<file path="config.mk">
export PLATFORM = sky130hd
export DESIGN_NAME = ds18b20_seq
export DESIGN_NICKNAME = d
export VERILOG_FILES = /design/src/rtl/ds18b20_seq.sv
export SDC_FILE = /design/constraint.sdc
export NUM_CORES = 1
export LEC_CHECK = 0
export ABC_AREA = 1
export ABC_CLOCK_PERIOD_IN_PS = 1900
export BUFFER_PORTS_ARGS = -buffer_cell sky130_fd_sc_hd__buf_4
export CORE_UTILIZATION = 45
export DETAILED_ROUTE_END_ITERATION = 12
export PLACE_DENSITY = 0.81
export SETUP_SLACK_MARGIN = 0.4
export SLEW_MARGIN = 20
export SYNTH_ARGS = -nofsm -noshare
export SYNTH_HDL_FRONTEND = slang
export SYNTH_SLANG_ARGS = --single-unit
</file>
<file path="constraint.sdc">
create_clock -name clk -period 1.9 [get_ports clk]
set_clock_uncertainty 0.15 [all_clocks]
set_input_delay 0.095 -clock clk [delete_from_list [all_inputs] [get_ports clk]]
set_output_delay 0.095 -clock clk [all_outputs]
set_load 0.1 [all_outputs]
</file>
<file path="src/rtl/ds18b20_seq.sv">
// DS18B20 measurement sequencer: drives the 1-Wire bit engine through reset, Skip ROM,
// Convert T, conversion wait, reset, Skip ROM, Read Scratchpad and returns the raw temperature.
module ds18b20_seq #(
  parameter int unsigned CONV_CYCLES = 18750000,
  parameter int unsigned HS_TIMEOUT  = 16
) (
  input  logic        clk,
  input  logic        reset_n,
  input  logic        start,
  output logic        seq_busy,
  output logic [15:0] temp,
  output logic        temp_valid,
  output logic        no_device,
  output logic        hs_error,
  output logic        ow_reset,
  output logic        ow_write_byte,
  output logic        ow_read_byte,
  output logic [63:0] ow_in_byte,
  output logic [5:0]  ow_start_bit,
  output logic [5:0]  ow_end_bit,
  input  logic        ow_busy,
  input  logic        ow_presence,
  input  logic [63:0] ow_out_byte
);

  typedef enum logic [2:0] {
    StIdle, StIssue, StWaitHi, StWaitLo, StConv, StCheck, StDone
  } state_e;

  state_e      state_q, state_d;
  logic [2:0]  step_q, step_d;
  logic [31:0] cnt_q, cnt_d;
  logic        seq_busy_q, seq_busy_d;
  logic [15:0] temp_q, temp_d;
  logic        temp_valid_q, temp_valid_d;
  logic        no_device_q, no_device_d;
  logic        hs_error_q, hs_error_d;
  logic        ow_reset_q, ow_reset_d;
  logic        ow_write_q, ow_write_d;
  logic        ow_read_q, ow_read_d;
  logic [63:0] in_byte_q, in_byte_d;
  logic [5:0]  start_bit_q, start_bit_d;
  logic [5:0]  end_bit_q, end_bit_d;

  // Only the two scratchpad temperature bytes are consumed.
  logic unused_out_hi;
  assign unused_out_hi = ^ow_out_byte[63:16];

  always_comb begin
    state_d      = state_q;
    step_d       = step_q;
    cnt_d        = cnt_q;
    seq_busy_d   = seq_busy_q;
    temp_d       = temp_q;
    temp_valid_d = 1'b0;
    no_device_d  = no_device_q;
    hs_error_d   = hs_error_q;
    ow_reset_d   = 1'b0;
    ow_write_d   = 1'b0;
    ow_read_d    = 1'b0;
    in_byte_d    = in_byte_q;
    start_bit_d  = start_bit_q;
    end_bit_d    = end_bit_q;

    case (state_q)
      StIdle: begin
        if (start) begin
          no_device_d = 1'b0;
          hs_error_d  = 1'b0;
          seq_busy_d  = 1'b1;
          step_d      = 3'd0;
          state_d     = StIssue;
        end
      end
      StIssue: begin
        cnt_d       = '0;
        state_d     = StWaitHi;
        in_byte_d   = '0;
        start_bit_d = 6'd0;
        end_bit_d   = 6'd7;
        case (step_q)
          3'd0, 3'd4: begin
            ow_reset_d = 1'b1;
            end_bit_d  = 6'd0;
          end
          3'd1, 3'd5: begin
            ow_write_d = 1'b1;
            in_byte_d  = {56'h0, 8'hCC};
          end
          3'd2: begin
            ow_write_d = 1'b1;
            in_byte_d  = {56'h0, 8'h44};
          end
          3'd6: begin
            ow_write_d = 1'b1;
            in_byte_d  = {56'h0, 8'hBE};
          end
          3'd7: begin
            ow_read_d = 1'b1;
            end_bit_d = 6'd15;
          end
          default: begin
            // Step 3 is never issued; treat it as a broken sequence.
            seq_busy_d = 1'b0;
            state_d    = StIdle;
          end
        endcase
      end
      StWaitHi: begin
        if (ow_busy) begin
          state_d = StWaitLo;
        end else if (cnt_q == HS_TIMEOUT - 1) begin
          hs_error_d = 1'b1;
          seq_busy_d = 1'b0;
          state_d    = StIdle;
        end else begin
          cnt_d = cnt_q + 32'd1;
        end
      end
      StWaitLo: begin
        if (!ow_busy) state_d = StCheck;
      end
      StCheck: begin
        case (step_q)
          3'd0, 3'd4: begin
            if (!ow_presence) begin
              no_device_d = 1'b1;
              seq_busy_d  = 1'b0;
              state_d     = StIdle;
            end else begin
              step_d  = step_q + 3'd1;
              state_d = StIssue;
            end
          end
          3'd2: begin
            step_d  = 3'd3;
            cnt_d   = '0;
            state_d = StConv;
          end
          3'd7: begin
            temp_d       = ow_out_byte[15:0];
            temp_valid_d = 1'b1;
            state_d      = StDone;
          end
          default: begin
            step_d  = step_q + 3'd1;
            state_d = StIssue;
          end
        endcase
      end
      StConv: begin
        if (cnt_q == CONV_CYCLES - 1) begin
          step_d  = 3'd4;
          state_d = StIssue;
        end else begin
          cnt_d = cnt_q + 32'd1;
        end
      end
      StDone: begin
        seq_busy_d = 1'b0;
        state_d    = StIdle;
      end
      default: begin
        seq_busy_d = 1'b0;
        state_d    = StIdle;
      end
    endcase
  end

  always_ff @(posedge clk or negedge reset_n) begin
    if (!reset_n) begin
      state_q      <= StIdle;
      step_q       <= '0;
      cnt_q        <= '0;
      seq_busy_q   <= 1'b0;
      temp_q       <= '0;
      temp_valid_q <= 1'b0;
      no_device_q  <= 1'b0;
      hs_error_q   <= 1'b0;
      ow_reset_q   <= 1'b0;
      ow_write_q   <= 1'b0;
      ow_read_q    <= 1'b0;
      in_byte_q    <= '0;
      start_bit_q  <= '0;
      end_bit_q    <= '0;
    end else begin
      state_q      <= state_d;
      step_q       <= step_d;
      cnt_q        <= cnt_d;
      seq_busy_q   <= seq_busy_d;
      temp_q       <= temp_d;
      temp_valid_q <= temp_valid_d;
      no_device_q  <= no_device_d;
      hs_error_q   <= hs_error_d;
      ow_reset_q   <= ow_reset_d;
      ow_write_q   <= ow_write_d;
      ow_read_q    <= ow_read_d;
      in_byte_q    <= in_byte_d;
      start_bit_q  <= start_bit_d;
      end_bit_q    <= end_bit_d;
    end
  end

  assign seq_busy      = seq_busy_q;
  assign temp          = temp_q;
  assign temp_valid    = temp_valid_q;
  assign no_device     = no_device_q;
  assign hs_error      = hs_error_q;
  assign ow_reset      = ow_reset_q;
  assign ow_write_byte = ow_write_q;
  assign ow_read_byte  = ow_read_q;
  assign ow_in_byte    = in_byte_q;
  assign ow_start_bit  = start_bit_q;
  assign ow_end_bit    = end_bit_q;

endmodule

</file>
==> metrics.md <==
| Metric | Value |
|---|---|
| Post-DP Area | 5390 µm² |
| Gr usage total | 24.8% |
| Post-route design area | 6470 µm² |
| Leakage Power | 3.32 nW |
| Final worst slack | -0.0358 ns |
| #FFs+latches synth | 67 |
| Root Driver | clkbuf_8 |
| Drt via density | 5.02 |
| Failing checks | negative setup slack |
| Largest area contributor in the netlist | dfrtp_1 |
| CTS tree | yes |
| Row count | 37 |
| Seq/Total Area, Yosys | 35.5% |
| Core area | 10200 µm² |
| Kind of critical path | flip-flop to flip-flop |
| First-pass GRT wire length | 21500 µm |
| Max H-tree Level | 3 |
| PD cells | 1070 nW/µm² |
| Vias in the first global route | 4554 |
| Worst EP required | 2.05 ns |
| Vias | 5063 |
| Synth area leaders | dfrtp_1 (36%), nand2_1 (24%), buf_4 (11%), nor2_1 (8.4%), inv_1 (4.3%) |
| Final hold vios | 0 |
| FMAX | 517 MHz |
| Min-delay worst type | input port to async pin |
| Post-synth EDFFs | 0 |
| Area fraction of the dominant cell type after synthesis | 35.5% |
| Top_reg_cell synth | dfrtp_1 |
| Reg2reg setup slack | -0.04 ns |
| CP cell instances | buf_4, nor2_1, nand2_1, inv_1, nand3_2, buf_6, nand3_4, clkbuf_16, nand2_1, nand2_1 |
| Clock transition at path regs | 0.08 ns |
| Syn Inst Count | 719 |
| Share of cells above drive strength 1 | 28.3% |
| Worst R2R Path Depth | 10 |
| Die footprint | 10900 µm² |
| DR pass1 iterations | 5 |
| Async set-or-reset flop fraction in the synthesized netlist | 100% |
| Max cap viols | 0 |
| Pin count of the biggest net entering global routing | 40 |
| Fin util | 63.2% |
| Peak supply drop | 0.633 mV |
| Layout area overhead | 37.0% |
| Final period util | 102% |
| Crit end category | flip-flop |
| # diodes | 0 |
| TritonCTS Buffers | 9 |
| Yosys Warn Count | 0 |
| Mean Syn Cell Area | 6.56 µm² |
| Setup violators final | 9 |
| Clock Latency Late Sink | 0.36 ns |
| Fin. max-slew vios | 0 |
| Clk sinks | 67 |
| Crit path time final | 1.94 ns |
| Critical path's largest stage delay | 0.38 ns |
| Post-DRT Antenna Nets | 0 |
| Worst r2r src | state_q[0] |
| Port bufs | 54 |
| Gp weighted congestion | 0.973 |
| CP startpoint kind | flip-flop |
| CP Max Fanout | 7 |
| Synth unique cells | 28 |
| Chip Height | 104 µm |
| Reg-to-reg critical path endpoint | cnt_q[28] |
| Nets | 943 |
| Initial antenna violation count | 0 |
| Design Power | 6.95 mW |
| CP arrival | 2.09 ns |
| CP most frequent cell | nand2_1 |
| RSZ-0062 raised after global routing | true |
| DR iter-0 viols | 566 |
| Cell area after synthesis | 4720 µm² |
| Outcome | finished with violations |
| Detail Placement HPWL | 8330 µm |
| Clock Tree Buf Depth | 2 |
| Initial Util | 46.1% |
| Critical-path top delay cell | dfrtp_1 |
| WL per Instance | 14.3 µm |
| Number of I/O pins | 168 |
| Final wirelength | 14500 µm |
| Die width | 104 µm |
| DR DRC count | 0 |
| GRT Residual Overflow | 0 |
| Pre-CTS setup slack | -0.242 ns |
-- worst max-delay path: cells and delay by family (launching register included) --
family        cells  cell delay, ns
simple gates      6            0.69
buf+inv           4            0.65
flops             1            0.38
-- cell families after synthesis --
family / after synthesis / share of synthesized area, %
compound gates: 32 / 3.53
xor+xnor: 8 / 1.48
fa+ha+maj: 7 / 1.86
buf+inv: 142 / 17.9
flops: 67 / 35.5
other cells: 1 / 0.0795
simple gates: 462 / 39.6
-- synthesized netlist by cell type, types with 2 or more instances --
cell	count
buf_6	6
nor3_1	2
buf_4	71
nor2_2	5
nor3b_1	2
inv_1	54
nand2_1	307
xnor2_1	3
nor2_1	106
inv_2	3
clkinv_1	2
a21oi_1	16
nand3_2	5
ha_1	7
nand4_1	3
xor2_1	5
nor2_4	3
nand2_2	4
nand3_1	21
nand3b_1	4
clkbuf_1	5
dfrtp_1	67
o21ai_0	13
-- layer usage --
metal	share of wire (%)	routed length [µm]	global-route usage [%]
met1	39	5570	31.1
met2	49	7110	41.5
met3	7.4	1070	3.32
met4	4.8	699	12.8
met5	0	0	0
-- stage by stage --
step / TNS (ns) / hold slack [ns] / cells
after floorplan: 0 / -0.351 / 783
after global placement: -4.62 / -0.100 / 944
after detailed placement: -7.06 / -0.0995 / 944
after CTS: 0 / 0.0330 / 997
after global routing: -2.93 / 0.0978 / 1008
final: -0.143 / 0.0519 / 1008
-- sequential cells by signal, indices dropped and copies added (netlist names) --
name           count
cnt_q             32
seq_busy           1
ow_read_byte       1
no_device          1
ow_reset           1
state_q            3
ow_end_bit         2
ow_write_byte      1
step_q             3
temp_valid         1
hs_error           1
temp              16
ow_in_byte         4
-- placed cells by master (no fill, tap or decap), types with 3 or more instances in the layout --
| cell type | n |
|---|---|
| buf_12 | 8 |
| o21ai_0 | 8 |
| nor2_4 | 10 |
| xnor2_1 | 3 |
| nand2_1 | 268 |
| nand3b_1 | 4 |
| nand4_1 | 3 |
| dfrtp_1 | 60 |
| nor2_2 | 9 |
| nor2_1 | 96 |
| buf_6 | 7 |
| clkinv_4 | 4 |
| dlygate4sd3_1 | 18 |
| ha_4 | 4 |
| nand3_1 | 19 |
| nand2_4 | 13 |
| a21oi_2 | 3 |
| o21ai_1 | 5 |
| a21oi_1 | 13 |
| buf_4 | 116 |
| nand3_2 | 5 |
| clkbuf_8 | 9 |
| inv_2 | 7 |
| xor2_1 | 5 |
| nand2_2 | 29 |
| inv_1 | 50 |
| dfrtp_2 | 7 |
| conb_1 | 65 |
-- power breakdown --
| part | leakage (nW) | switching (mW) | total [mW] | internal [mW] |
|---|---|---|---|---|
| registers | 0.830 | 0.102 | 1.66 | 1.55 |
| logic | 2.40 | 2.88 | 4.17 | 1.29 |
| clock network | 0.0935 | 0.637 | 1.12 | 0.482 |
-- timing repair --
item / CTS / global route
pin swaps: 23 / 6
setup endpoints to repair: 58 / 58
gates resized for setup: 55 / 52
hold buffers: 18 / 0
buffers inserted: 14 / 10
hold endpoints to repair: 85 / 0
gates cloned: 5 / 1
-- cell type report --
type,count,area [µm²]
Timing Repair Buffer,153,1390
Tap cell,136,170
Inverter,59,234
Clock buffer,9,124
Multi-Input combinational cell,575,2780
Sequential cell,67,1690
Fill cell,818,3760
Timing Repair inverter,2,36.3
Clock inverter,7,53.8
-- worst max path at each step --
stage	start	to	slack, ns	depth (start not counted)
finish	state_q[0]	cnt_q[28]	-0.04	10
global placement	step_q[0]	cnt_q[20]	-0.15	10
global route	cnt_q[14]	cnt_q[16]	-0.13	11
detailed placement	step_q[0]	cnt_q[13]	-0.24	10
floorplan	cnt_q[0]	cnt_q[10]	0.21	11
CTS	cnt_q[1]	cnt_q[27]	0.08	11
No activity file was read; power rests on OpenSTA's default activity.
